**config.mk**
```make
export PLATFORM = sky130hd
export DESIGN_NAME = branch_predictor
export DESIGN_NICKNAME = d
export VERILOG_FILES = /design/src/rtl/branch_predictor.sv
export SDC_FILE = /design/constraint.sdc
export NUM_CORES = 1
export LEC_CHECK = 0
export ABC_AREA = 1
export CAP_MARGIN = 5
export CORE_ASPECT_RATIO = 1.2
export CORE_UTILIZATION = 34
export CTS_BUF_LIST = sky130_fd_sc_hd__clkbuf_8 sky130_fd_sc_hd__clkbuf_16
export DETAILED_ROUTE_END_ITERATION = 16
export PLACE_DENSITY = 0.8
export SLEW_MARGIN = 40
export SYNTH_ARGS = -nofsm -noshare
export SYNTH_HDL_FRONTEND = slang
export SYNTH_SLANG_ARGS = --single-unit
```
**constraint.sdc**
```tcl
create_clock -name clk -period 1.5 [get_ports clk]
set_input_delay 0.3 -clock clk [delete_from_list [all_inputs] [get_ports clk]]
set_output_delay 0.3 -clock clk [all_outputs]
set_load 0.01 [all_outputs]
```
**src/rtl/branch_predictor.sv**
```systemverilog
// branch_predictor: BTB-based next-PC predictor for the pipelined TSC core.
// It supplies a predicted next PC to IF every cycle. It also checks the
// prediction carried down to ID against the resolved outcome, and it drives
// jump_miss/branch_miss to the hazard unit.
// Define BRANCH_PREDICT_EN to build the BTB. When the macro is undefined, no
// table is built. Every control transfer then reports a miss, which makes the
// pipeline stall on each jump or branch.
module branch_predictor #(
    parameter int IDX_BITS = 4
) (
    input  logic        clk,
    input  logic        reset_n,
    input  logic [15:0] pc_if,
    output logic [15:0] pred_next_pc,
    output logic        pred_taken,
    input  logic        resolve_valid,
    input  logic        id_stall,
    input  logic [15:0] pc_id,
    input  logic [15:0] pred_next_pc_id,
    input  logic        resolve_is_jump,
    input  logic        resolve_is_branch,
    input  logic        resolve_taken,
    input  logic [15:0] resolve_target,
    output logic        jump_miss,
    output logic        branch_miss,
    output logic [15:0] correct_pc,
    output logic [15:0] num_miss
);
    localparam int ENTRIES = 1 << IDX_BITS;
    localparam int TAG_W   = 16 - IDX_BITS;

    logic [15:0] pc_if_inc;
    logic [15:0] pc_id_inc;
    logic [15:0] actual;
    logic        xfer_taken;
    logic        commit;
    logic        mispredict;

    // Jumps are always taken, so only branches consult resolve_taken.
    assign pc_if_inc  = pc_if + 16'd1;
    assign pc_id_inc  = pc_id + 16'd1;
    assign xfer_taken = resolve_is_jump || resolve_taken;
    assign actual     = xfer_taken ? resolve_target : pc_id_inc;
    assign correct_pc = actual;

    // A stalled ID instruction is held until its last, unstalled cycle.
    // Only that cycle commits, so each instruction updates the table once.
    assign commit     = resolve_valid && !id_stall && (resolve_is_jump || resolve_is_branch);
    assign mispredict = jump_miss || branch_miss;

    // Count the misses that are committed; the counter wraps at 16 bits.
    always_ff @(posedge clk or negedge reset_n) begin
        if (!reset_n) begin
            num_miss <= '0;
        end else if (commit && mispredict) begin
            num_miss <= num_miss + 16'd1;
        end
    end

`ifdef BRANCH_PREDICT_EN
    logic [ENTRIES-1:0]  valid_q;
    logic [ENTRIES-1:0]  is_jump_q;
    logic [TAG_W-1:0]    tag_q    [ENTRIES];
    logic [15:0]         target_q [ENTRIES];
    logic [1:0]          ctr_q    [ENTRIES];

    logic [IDX_BITS-1:0] idx_if;
    logic [IDX_BITS-1:0] idx_id;
    logic [TAG_W-1:0]    tag_if;
    logic [TAG_W-1:0]    tag_id;
    logic                hit_if;
    logic                hit_id;
    logic                pred_wrong;

    // IF reads the registered table. A write to the same index in this cycle
    // is not bypassed, so IF sees the old entry until the next cycle.
    assign idx_if       = pc_if[IDX_BITS-1:0];
    assign tag_if       = pc_if[15:IDX_BITS];
    assign hit_if       = valid_q[idx_if] && (tag_q[idx_if] == tag_if);
    assign pred_taken   = hit_if && (is_jump_q[idx_if] || ctr_q[idx_if][1]);
    assign pred_next_pc = pred_taken ? target_q[idx_if] : pc_if_inc;

    assign idx_id       = pc_id[IDX_BITS-1:0];
    assign tag_id       = pc_id[15:IDX_BITS];
    assign hit_id       = valid_q[idx_id] && (tag_q[idx_id] == tag_id);
    assign pred_wrong   = pred_next_pc_id != actual;
    assign jump_miss    = resolve_valid && resolve_is_jump && pred_wrong;
    assign branch_miss  = resolve_valid && resolve_is_branch && pred_wrong;

    // Table update. A hit trains the counter and retargets the entry when
    // the transfer is taken. A taken miss allocates the entry and evicts any
    // alias. A not-taken miss leaves the table unchanged.
    always_ff @(posedge clk or negedge reset_n) begin
        if (!reset_n) begin
            valid_q   <= '0;
            is_jump_q <= '0;
            for (int i = 0; i < ENTRIES; i++) begin
                tag_q[i]    <= '0;
                target_q[i] <= '0;
                ctr_q[i]    <= 2'b00;
            end
        end else if (commit) begin
            if (hit_id) begin
                if (xfer_taken) begin
                    target_q[idx_id] <= resolve_target;
                    if (ctr_q[idx_id] != 2'b11) begin
                        ctr_q[idx_id] <= ctr_q[idx_id] + 2'd1;
                    end
                end else if (ctr_q[idx_id] != 2'b00) begin
                    ctr_q[idx_id] <= ctr_q[idx_id] - 2'd1;
                end
            end else if (xfer_taken) begin
                valid_q[idx_id]   <= 1'b1;
                tag_q[idx_id]     <= tag_id;
                target_q[idx_id]  <= resolve_target;
                is_jump_q[idx_id] <= resolve_is_jump;
                ctr_q[idx_id]     <= 2'b10;
            end
        end
    end
`else
    logic unused_pred_id;

    // With no table, fall through to PC+1 and redirect on every control
    // transfer. The carried prediction then has no use.
    assign pred_taken     = 1'b0;
    assign pred_next_pc   = pc_if_inc;
    assign jump_miss      = resolve_valid && resolve_is_jump;
    assign branch_miss    = resolve_valid && resolve_is_branch;
    assign unused_pred_id = ^pred_next_pc_id;
`endif

endmodule
```
### After elaboration in Yosys (flattened, before gate mapping)

Index checks and enable logic that the tools add are counted.

* logic and storage cells: 14
* register bits after elaboration: 16

* mux-type cells: 1
* reduce and logical (&&, ||, !) cells: 9
* add/subtract/negate cells: 3

Operators with widths (count)
* $add A16 B1 Y16 const B: 3
* $mux W16: 1
* $logic_and A1 B1 Y1: 5
* $logic_or A1 B1 Y1: 3
* $logic_not A1 Y1: 1

### Longest topological paths before layout

* depth in word-level cells: 4
* mapped depth: 9

### Worst setup path after synthesis

Ideal clock, no wire load.

* kind: input-to-output
* from: in pc_if[0]
* to: out pred_next_pc[12]
* arrival time: 1193 ps
* stages on the path: 6
* path slack: 7 ps
* required time: 1200 ps
* path through: ha_1 nand3_1 nor2_2 nand2_1 nor2_1 xor2_1

* cells in the longest elaborated chain, start to end: 1

Ends and longest elaborated chain
* from (decl): RTL line 13 `input logic [15:0] pc_if,`
* $add A16 B1 Y16: RTL line 40 `assign pc_if_inc = pc_if + 16'd1;`
* to (decl): RTL line 14 `output logic [15:0] pred_next_pc,`

Every way passes these cells.

### Final worst setup path

* from: in pc_if[13]
* to: out pred_next_pc[15]

The elaborated chain is that of the path after synthesis.

==> flow_metrics.env <==
export IMPL_status="finished, violations left"
export IMPL_violations="setup timing"
export IMPL_syn_inst=261
export IMPL_setup_viol=8
export IMPL_place_area_mm2=0.00304
export IMPL_path_cells="dlygate4sd2_1, nand2_2, nor2_2, nand2_1, o21ai_2, nand2_1, buf_2"
export IMPL_dp_cells=464
export IMPL_final_area_mm2=0.00345
export IMPL_antenna_found_initial=0
export IMPL_clockBufferDepth=2
export IMPL_start_kind="input port"
export IMPL_wl_per_cell_um=14.2
export IMPL_clk_pin_slew_worst_paths_ns=0.07
export IMPL_initial_utilization_pct=35.3
export IMPL_postLayoutCoreUtil_pct=75.6
export IMPL_globalplace_congestion=0.854
export IMPL_synth_warnings=0
export IMPL_io_pin_count=122
export IMPL_critPathKind="in -> out"
export IMPL_layout_common_cells="nand2_1, buf_4, buf_2, clkdlybuf4s50_1, inv_1"
export IMPL_synth_xor_area_share_pct=16.3
export IMPL_clkSinkCount=16
export IMPL_cts_tree="built"
export IMPL_dp_hpwl_um=4400
export IMPL_fin_skew_ns=0.00545
export IMPL_fillers=335
export IMPL_synth_seq_area_share_pct=24.9
export IMPL_totalWireLength_um=6950
export IMPL_grt_max_degree=17
export IMPL_synth_seq_cells=16
export IMPL_drt_antenna_violating_nets=0
export IMPL_drive_above_1_share_pct=46.0
export IMPL_fin_ws_ns=-0.0776
export IMPL_syn_area_mm2=0.00161
export IMPL_path_delay_family="buffers and inverters"
export IMPL_drc=0
export IMPL_grtUsageMet3_pct=4.85
export IMPL_maxCapViolations=0
export IMPL_grtUsageMet1_pct=25.2
export IMPL_synth_top_area_cell="dfrtp_1"
export IMPL_rsz0062_at_grt="true"
export IMPL_max_freq_mhz=634
export IMPL_grt_pass1_wl_um=10600
export IMPL_hold_violations=0
export IMPL_ir_worst_vdd_uv=779
export IMPL_largest_reg_flops=16
export IMPL_synthSimpleGateAreaFrac_pct=44.5
export IMPL_synthTopCellsByArea="dfrtp_1, nand2_1, xor2_1"
export IMPL_yosysUniqueCellTypes=21
export IMPL_nets=505
export IMPL_p_leak_nw=1.73
export IMPL_crit_fanout=2
export IMPL_core_area_mm2=0.00456
export IMPL_fin_crit_sh_pct=105
export IMPL_seqCellArea_um2=402
export IMPL_instances_no_fill=488
export IMPL_cp_end_kind="output port"
export IMPL_antenna_cells=0
export IMPL_slowest_stage="dlygate4sd2_1"
export IMPL_fin_crit_ns=1.58
export IMPL_synth_compound_area_share_pct=4.35
export IMPL_synth_fa_ha_area_share_pct=2.33
export IMPL_fin_tns_setup_ns=-0.220
export IMPL_cp_arrival_ns=1.28
export IMPL_hp_class="in -> async"
export IMPL_die_h_um=77.4
export IMPL_grt_busiest_layer="met2"
export IMPL_largest_register="num_miss"
export IMPL_grt_util_met2_pct=52.2
export IMPL_h_tree_depth=1
export IMPL_portBuffers=104
export IMPL_synth_nets=335
export IMPL_clk_latency_ns=0.26
export IMPL_detail_route_first_pass_iterations=4
export IMPL_cpPeakStageDelay_ns=0.28
export IMPL_die_w_um=64.8
export IMPL_numCtsBuffers=3
export IMPL_fp_row_count=27
export IMPL_cpMostUsedCell="nand2_1"
export IMPL_multi_input_area_mm2=0.00146
export IMPL_vias=2449
export IMPL_drv_slew=0
export IMPL_power_density_mw_per_mm2=585
export IMPL_area_growth_pct=114
export IMPL_final_common_cell="nand2_1"
export IMPL_viasPerCell=5.02
export IMPL_cts_root_buffer="clkbuf_8"
export IMPL_reg_top3="num_miss (16)"
export IMPL_yosys_area_top_type_share_pct=24.9
export IMPL_gr_total_overflow=0
export IMPL_critPathBufInv=2
export IMPL_dieArea_mm2=0.00502
export IMPL_synth_mux_area_share_pct=0
export IMPL_whs_ns=0.360
export IMPL_grt_pass1_vias=2442
export IMPL_dp_slack_ns=-1.01
export IMPL_cp_required_ns=1.20
export IMPL_synth_top_family_by_area="simple AND/OR/NAND/NOR gates"
export IMPL_synth_avg_cell_area_um2=6.17
export IMPL_fin_total_pwr_mw=2.02
export IMPL_gr_usage_all_layers_pct=26.8
export IMPL_drtIter0Drc=97
-- power by group --
part	switching (mW)	total (mW)	internal (mW)
logic	0.491	1.06	0.567
clock network	0.159	0.393	0.233
registers	0.0667	0.567	0.500
total	0.717	2.02	1.30
-- cells by family after synthesis --
group,count (synthesis)
xor+xnor,30
simple gates,168
compound gates,13
flops,16
other cells,1
buf+inv,30
fa+ha+maj,3
-- cell type report --
type / count / share of cell area [%]
Multi-Input combinational cell: 215 / 42.2
Clock buffer: 4 / 1.60
Timing Repair Buffer: 166 / 39.0
Sequential cell: 16 / 11.6
Tap cell: 58 / 2.10
Timing Repair inverter: 2 / 0.435
Inverter: 27 / 3.08
-- timing repair --
action | in CTS | in global routing
hold buffers | 0 | 0
buffers inserted | 19 | 2
pin swaps | 39 | 37
setup endpoints to repair | 49 | 35
gates resized for setup | 308 | 82
cloned | 2 | 0
-- path summary, 6_finish.rpt --
| check | startpoint | end | slack, ns | cells after the start |
|---|---|---|---|---|
| max | pc_if[13] | pred_next_pc[15] | -0.08 | 7 |
| min | reset_n | num_miss[4] | 0.36 | 2 |
| max reg2reg | num_miss[2] | num_miss[15] | 0.13 | 9 |
| min reg2reg | num_miss[10] | num_miss[10] | 0.52 | 1 |
| max in group asynchronous | reset_n | num_miss[7] | 0.94 | 2 |
| min in group clk | num_miss[10] | num_miss[10] | 0.52 | 1 |
-- cells in the mapped netlist, drive strengths merged --
cell and count:
nand3 24, nor2 34, o21ai 10, inv 27, nand4 7, a21oi 1
dfrtp 16, nor3 6, nand3b 1, xnor2 13, xor2 17, conb 1
buf 3, nand2 96, ha 3, o21bai 2
-- layer usage --
layer / up-vias / wire length (um)
met3: 31 / 377
li1: 1162 / -
met4: 0 / 297
met5: - / 0
met2: 103 / 3850
met1: 1153 / 2430
Power figures use the tool's default switching activity.
